File: config.mk
export PLATFORM = sky130hd
export DESIGN_NAME = mem_scrub_walker
export DESIGN_NICKNAME = d
export VERILOG_FILES = /design/src/rtl/mem_scrub_pkg.sv /design/src/rtl/mem_scrub_walker.sv
export SDC_FILE = /design/constraint.sdc
export NUM_CORES = 1
export LEC_CHECK = 0
export ABC_CLOCK_PERIOD_IN_PS = 5100
export CAP_MARGIN = 20
export CORE_MARGIN = 5
export CORE_UTILIZATION = 52
export DETAILED_ROUTE_END_ITERATION = 7
export PLACE_DENSITY = 0.8
export SYNTH_ARGS = -nofsm -noshare
export SYNTH_HDL_FRONTEND = slang
export SYNTH_SLANG_ARGS = --single-unit
File: constraint.sdc
create_clock -name clk -period 5.1 [get_ports clk]
set_input_delay 1.275 -clock clk [delete_from_list [all_inputs] [get_ports clk]]
set_output_delay 1.275 -clock clk [all_outputs]
set_load 0.02 [all_outputs]
File: src/rtl/mem_scrub_pkg.sv
// Shared types and the address-derived fill pattern for the memory scrub walker.
package mem_scrub_pkg;

  typedef enum logic [1:0] {
    ModeFill  = 2'd0,
    ModeCheck = 2'd1,
    ModeScrub = 2'd2
  } mode_t;

  typedef enum logic [1:0] {
    StIdle,
    StRun,
    StDrain,
    StDone
  } state_t;

  // Park writes at DEPTH_MEM - PARK_OFFSET, the reserved scratch word.
  localparam int unsigned PARK_OFFSET = 1;
  localparam int unsigned PatMaxW     = 64;

  function automatic logic [PatMaxW-1:0] pat(input logic [PatMaxW-1:0] seed,
                                             input logic [31:0]         addr);
    return seed ^ PatMaxW'(addr);
  endfunction

endpackage

File: src/rtl/mem_scrub_walker.sv
// Fills, checks or scrubs an attached write-every-cycle block RAM with pattern seed ^ addr,
// reporting a saturating mismatch count and the first failing word.
module mem_scrub_walker
  import mem_scrub_pkg::*;
#(
  parameter int unsigned WID_MEM   = 32,
  parameter int unsigned DEPTH_MEM = 2048,
  parameter int unsigned ERR_W     = 16
) (
  input  logic               clk,
  input  logic               reset,
  input  logic               start,
  input  logic [1:0]         mode,
  input  logic [WID_MEM-1:0] seed,
  output logic [31:0]        raddr,
  output logic [31:0]        waddr,
  output logic [WID_MEM-1:0] din,
  input  logic [WID_MEM-1:0] dout,
  output logic               busy,
  output logic               done,
  output logic [ERR_W-1:0]   err_count,
  output logic               err_valid,
  output logic [31:0]        first_err_addr,
  output logic [WID_MEM-1:0] first_err_data
);

  localparam logic [31:0]      ParkAddr = 32'(DEPTH_MEM - PARK_OFFSET);
  localparam logic [31:0]      LastAddr = 32'(DEPTH_MEM - PARK_OFFSET - 1);
  localparam logic [ERR_W-1:0] ErrMax   = {ERR_W{1'b1}};

  function automatic logic [WID_MEM-1:0] pat_w(input logic [WID_MEM-1:0] s,
                                               input logic [31:0]        a);
    return WID_MEM'(pat(PatMaxW'(s), a));
  endfunction

  state_t             state_q;
  mode_t              mode_q;
  mode_t              cmd_mode;
  logic [WID_MEM-1:0] seed_q;
  logic [31:0]        cnt_q, cnt_nxt;
  logic [31:0]        raddr_q, waddr_q;
  logic [WID_MEM-1:0] din_q;
  logic               busy_q, done_q;
  logic [ERR_W-1:0]   err_count_q;
  logic               err_valid_q;
  logic [31:0]        first_err_addr_q;
  logic [WID_MEM-1:0] first_err_data_q;
  logic               cmp_valid_q;
  logic [31:0]        cmp_addr_q;
  logic [WID_MEM-1:0] cmp_pat_q;
  logic               miscompare;

  always_comb begin
    case (mode)
      2'd0:    cmd_mode = ModeFill;
      2'd2:    cmd_mode = ModeScrub;
      default: cmd_mode = ModeCheck;
    endcase
  end

  assign cnt_nxt    = cnt_q + 32'd1;
  // dout now holds the word read one cycle ago, aligned with the cmp_* stage.
  assign miscompare = cmp_valid_q && (dout != cmp_pat_q);

  always_ff @(posedge clk) begin
    if (reset) begin
      state_q          <= StIdle;
      mode_q           <= ModeCheck;
      seed_q           <= '0;
      cnt_q            <= '0;
      raddr_q          <= '0;
      waddr_q          <= ParkAddr;
      din_q            <= '0;
      busy_q           <= 1'b0;
      done_q           <= 1'b0;
      err_count_q      <= '0;
      err_valid_q      <= 1'b0;
      first_err_addr_q <= '0;
      first_err_data_q <= '0;
      cmp_valid_q      <= 1'b0;
      cmp_addr_q       <= '0;
      cmp_pat_q        <= '0;
    end else begin
      done_q      <= 1'b0;
      cmp_valid_q <= 1'b0;
      if (miscompare) begin
        if (err_count_q != ErrMax) err_count_q <= err_count_q + 1'b1;
        if (!err_valid_q) begin
          err_valid_q      <= 1'b1;
          first_err_addr_q <= cmp_addr_q;
          first_err_data_q <= dout;
        end
      end
      unique case (state_q)
        StIdle: begin
          if (start) begin
            state_q          <= StRun;
            mode_q           <= cmd_mode;
            seed_q           <= seed;
            busy_q           <= 1'b1;
            cnt_q            <= '0;
            raddr_q          <= '0;
            err_count_q      <= '0;
            err_valid_q      <= 1'b0;
            first_err_addr_q <= '0;
            first_err_data_q <= '0;
            if (cmd_mode != ModeCheck) begin
              waddr_q <= '0;
              din_q   <= pat_w(seed, 32'd0);
            end
          end
        end
        StRun: begin
          cmp_valid_q <= (mode_q != ModeFill);
          cmp_addr_q  <= cnt_q;
          cmp_pat_q   <= pat_w(seed_q, cnt_q);
          if (cnt_q == LastAddr) begin
            state_q <= StDrain;
            raddr_q <= '0;
            waddr_q <= ParkAddr;
            din_q   <= '0;
          end else begin
            cnt_q   <= cnt_nxt;
            raddr_q <= cnt_nxt;
            if (mode_q != ModeCheck) begin
              waddr_q <= cnt_nxt;
              din_q   <= pat_w(seed_q, cnt_nxt);
            end
          end
        end
        StDrain: begin
          state_q <= StDone;
          busy_q  <= 1'b0;
          done_q  <= 1'b1;
        end
        StDone:  state_q <= StIdle;
        default: state_q <= StIdle;
      endcase
    end
  end

  assign raddr          = raddr_q;
  assign waddr          = waddr_q;
  assign din            = din_q;
  assign busy           = busy_q;
  assign done           = done_q;
  assign err_count      = err_count_q;
  assign err_valid      = err_valid_q;
  assign first_err_addr = first_err_addr_q;
  assign first_err_data = first_err_data_q;

endmodule

# [After elaboration in Yosys (flattened, before gate mapping)]
# Index checks and enable logic that the tools add are counted.
# Widths: inputs -> output; s select.
[totals] output_inout_bits=179 word_cells=85 inputBits=69 ff_bits=312
[classes] mux=37 n_eq_ne=14 n_reduce_logical=13 n_bitwise=3 addsub=2
[op_table] operator="$mux 32" count=19
[op_table] operator="$pmux 32 s2" count=4
[op_table] operator="$mux 16" count=4
[op_table] operator="$xor 32x32->32" count=2
[op_table] operator="$add 32x1->32 const B" count=1
[op_table] operator="$eq 32x11->1 const B" count=1
[op_table] operator="$ne 32x32->1" count=1
[op_table] operator="$add 16x1->16 const B" count=1
[op_table] operator="$ne 16x16->1 const B" count=1
[op_table] operator="$ne 2x2->1 const B" count=4
[op_table] operator="$pmux 2 s4" count=1
[op_table] operator="$reduce_and 2->1" count=4
[op_table] operator="$eq 2x2->1 const B" count=3
[op_table] operator="$reduce_bool 2->1" count=3
[op_table] operator="$mux 1" count=5
[op_table] operator="$logic_not 2->1" count=2
[op_table] operator="$mux 2" count=2
[op_table] operator="$ne 2x1->1 const B" count=2
[op_table] operator="$pmux 2 s2" count=1
[op_table] operator="$reduce_and 4->1" count=1
[op_table] operator="$ne 3x3->1 const B" count=1
[op_table] operator="$reduce_and 3->1" count=1
[op_table] operator="$eq 2x1->1 const B" count=1
[op_table] operator="$pmux 1 s2" count=1
[op_table] operator="3 further kinds" count=3

# [Depth between registers and ports, before layout]
[logic_depth] ltp_word=6 ltp_mapped=11 depth_no_buf=8

# [Least setup slack after synthesis]
# OpenSTA, ideal clock, no wires.
[synth_timing] kind="input-to-reg" start="input port dout[6]" end="register err_count_q[0] (netlist: err_count[0])" path_buffers=2 path_slack_ns=2.195 setup_ns=0.128 cell_stages=8 required_ns=4.972 t_arrival_ns=2.777 cell_sequence="xor2_1 > nor4_1 > nand4_1 > o211ai_1 > clkbuf_1 > clkbuf_1 > xor2_1 > nor2_1"
[synth_via] elab_chain_len=5
[synth_rtl] element="start: declaration" line_no="mem_scrub_walker.sv:18" rtl="input logic [WID_MEM-1:0] dout,"
[synth_rtl] element="$ne 32x32->1 (*)" line_no="mem_scrub_walker.sv:63" rtl="assign miscompare = cmp_valid_q && (dout != cmp_pat_q);"
[synth_rtl] element="$logic_and 1x1->1 (*)" line_no="mem_scrub_walker.sv:63"
[synth_rtl] element="$mux 16 (*)" line_no="mem_scrub_walker.sv:86" rtl="if (miscompare) begin"
[synth_rtl] element="$mux 16" line_no="mem_scrub_walker.sv:96" rtl="if (start) begin"
[synth_rtl] element="$mux 16 (*)" line_no="mem_scrub_walker.sv:94" rtl="unique case (state_q)"
[synth_rtl] element="end signal: assignment" line_no="mem_scrub_walker.sv:87" rtl="if (err_count_q != ErrMax) err_count_q <= err_count_q + 1'b1;"
[synth_rtl] element="end: declaration" line_no="mem_scrub_walker.sv:44" rtl="logic [ERR_W-1:0] err_count_q;"
# Mark *: on every way between the ends. The rest lies on a longest branch, timed or not.
# A chain may end at the register's enable or synchronous reset.

# [Worst setup path after layout]
[layout_timing] start="input port dout[13]" end="register first_err_addr_q[18] (netlist: first_err_addr[18])"
[layout_via] elab_chain_len=5
[layout_rtl] element="$ne 32x32->1 (*)" line_no="mem_scrub_walker.sv:63"
[layout_rtl] element="$logic_and 1x1->1 (*)" line_no="mem_scrub_walker.sv:63"
[layout_rtl] element="$mux 32 (*)" line_no="mem_scrub_walker.sv:86"
[layout_rtl] element="$mux 32" line_no="mem_scrub_walker.sv:96"
[layout_rtl] element="$mux 32 (*)" line_no="mem_scrub_walker.sv:94"
[layout_rtl] element="end signal: assignment" line_no="mem_scrub_walker.sv:90" rtl="first_err_addr_q <= cmp_addr_q;"
[layout_rtl] element="end: declaration" line_no="mem_scrub_walker.sv:46" rtl="logic [31:0] first_err_addr_q;"
# Marks and branches as above.

==> results.cfg <==
[outcome]
status = finished clean

[cts]
cts_setup_buffers = 0
hold_buffers = 0
htreeDepth = 1
clockBufferDepth = 3
cts_resized = 0
cts_made_buffers = 31
cts_tree = done
insertion_delay_ns = 0.55
numClockSinks = 312
cts_root_buf = clkbuf_16
clk_pin_slew_ns = 0.06

[critical_path]
worstPathMaxFanout = 100
crit_chain = clkdlybuf4s50_1, xor2_1, nor4_1, nand4_1, o21ai_4, buf_12, nand3_1, o21ai_0
slowest_stage = o21ai_4
critPathLaunchType = input port
slowest_delay_ns = 0.61
crit_required_ns = 5.57
endpoint_kind = flop
critical_path_class = input port to flop
crit_arrival_ns = 3.97

[yosys]
syn_nets = 1646
synth_top_cell_by_area = dfxtp_1
synth_cell_types = 60
yosysTopAreaCellShare_pct = 47.1
yosys_warnings = 0
synth_area_um2 = 13300
ys.flop_type = dfxtp_1
synth_seq_cells = 312
syn_inst = 1571
synth.area.top_cells = dfxtp_1 (47%), nand2_1 (5.5%), o21ai_0 (4.5%), xnor2_1 (4.4%), nor2_1 (4.4%)
syn_area_per_cell_um2 = 8.45
synth-edff-count = 0
synth-async-reset-ratio_pct = 0
seq_area_frac_synth_pct = 47.1

[sta]
fin_crit_ns = 3.51
whs_ns = 0.454
tns_ns = 0
finalMaxSlewViolations = 0
setup_viol = 0
clock_skew_ns = 0.0132
fin_crit_sh_pct = 68.7
relSlewSlack_pct = 29.2
max_freq_mhz = 285
max_slew.worst_pin.slew_ns = 1.06
grt_setup_unrepaired = no
hold_viol = 0

[global_routing]
grt_usage_pct = 28.2
antenna_found_initial = 0
globalRouteOverflowTotal = 0
grt_pass1_vias = 11600
grt_max_degree = 133
grt_pass1_wl_um = 65300

[floorplanning]
start_util_pct = 52.7
die_y_um = 170
coreArea_um2 = 25200
die_w_um = 170
rows = 58
dieArea_um2 = 28800
ios = 248

[place]
place_congestion = 0.977
io_buffers = 247
post-dp-hpwl_um = 30200

[route]
vias = 12400
drc = 0
drt-total-wl_um = 42900
vias_per_cell = 5.94
firstDrtPassIters = 5
ant_nets = 0
drtIter0Drc = 1473
wire_per_inst_um = 20.6

[final_layout]
final_nets = 1807
fill_cells = 2054
drive_gt1_share_pct = 5.47
n_antenna_cell = 0
area_growth_syn_to_layout_pct = 27.2

[power_and_ir_drop]
leakagePower_nw = 5.99
power.density_nw_per_um2 = 470
peakVddDrop_uv = 232

[hold_path]
hold_class = flop to flop

[job]
max-cap-violations = 0
layer usage:
metal	GRT usage, %	vias up	share of wire [%]
li1	-	5811	-
met1	39.3	5885	42
met2	44.6	603	45
met3	4.36	90	8.7
met4	10.4	0	3.8
met5	0	-	0
flip-flops by register name (all words and copies together) (netlist names), 2 cells and up:
register and flops:
cmp_pat_q 32, first_err_addr 32, cmp_addr_q 32, mode_q 2, state_q 2, seed_q 32
first_err_data 32, err_count 16, waddr 32, cnt_q 32, din 32, raddr 32
worst paths after layout:
path,slack [ns],end,cells past startpoint,startpoint
hold reg to reg,0.45,waddr[15],2,waddr[15]
setup / recovery,1.59,first_err_addr[18],8,dout[13]
hold / removal,0.45,waddr[15],2,waddr[15]
setup reg to reg,1.68,din[9],7,cnt_q[15]
area by class of cell:
class,count,area (um2),share of cell area (%)
clock buffer,47,936,5.54
clock inverter,10,134,0.793
inverter,11,41.3,0.244
multi-input combinational,1107,6460,38.2
sequential,312,6250,37.0
tap,330,413,2.44
timing repair buffer,269,2660,15.8
cell usage after synthesis, drive strengths merged, types with 3 or more instances:
master	number
a22oi	31
clkbuf	100
xnor2	67
nor2	158
o31ai	6
nor4	18
a311oi	3
and4	6
dfxtp	312
ha	6
nand3	116
a22o	7
o21a	3
nand2	194
nand4	20
a21oi	86
a211oi	30
a221oi	25
xor2	59
a31oi	17
and2	6
mux2i	32
or3	12
o211ai	14
inv	9
or2	7
o21ai	122
and3	13
nor2b	3
buf	41
nand3b	4
nand2b	3
nor3	23
kinds of logic after synthesis:
| kind of cell | share of synthesized area (%) |
|---|---|
| multiplexers | 2.41 |
| flip-flops | 47.1 |
| AND/OR/NAND/NOR | 20.3 |
| XOR/XNOR | 8.31 |
| AO/OA/AOI/OAI | 16.6 |
| adder cells (fa/ha/maj) | 0.566 |
| buffers and inverters | 4.76 |
critical path, delay by kind of cell:
family          cells  cell delay [ns]
buf+inv             2             0.86
simple gates        3             0.89
xor+xnor            1             0.17
compound gates      2             0.71
power by group:
group | leakage (nW) | internal [W] | switching, W
Clock | 0.523 | 0.00141 | 0.000954
Combinational | 2.94 | 0.000890 | 0.00167
Sequential | 2.53 | 0.00277 | 0.000240
through the flow:
stage | util (%) | area [um2] | setup slack, ns | total power (W) | std cells
detailed placement | 62.8 | 15800 | 1.09 | 0.00559 | 2029
floorplan | - | 13300 | 2.20 | 0.00467 | 1571
CTS | 67.1 | 16900 | 1.63 | 0.00795 | 2086
global placement | 62.8 | 15800 | 1.11 | 0.00554 | 2029
global route | 67.1 | 16900 | 1.39 | 0.00831 | 2086
finish | 67.1 | 16900 | 1.59 | 0.00794 | 2086
cell usage in the layout (no fill, tap or decap), drive strengths merged, types with 4 or more instances in the layout:
cell           count
ha                 6
nand3b             4
xnor2             67
o21ai            122
clkdlybuf4s50    246
or2                7
clkbuf            47
xor2              59
inv                9
nand4             20
nand2            194
a31oi             17
a211oi            30
mux2i             32
clkinv             7
and2               6
a221oi            25
or3               12
and4               6
a22o               7
dfxtp            312
a22oi             31
and3              13
nor2             158
nor4              18
nor3              23
buf               23
o211ai            14
a21oi             86
o31ai              6
nand3            116
No activity file was read; power rests on OpenSTA's default activity.
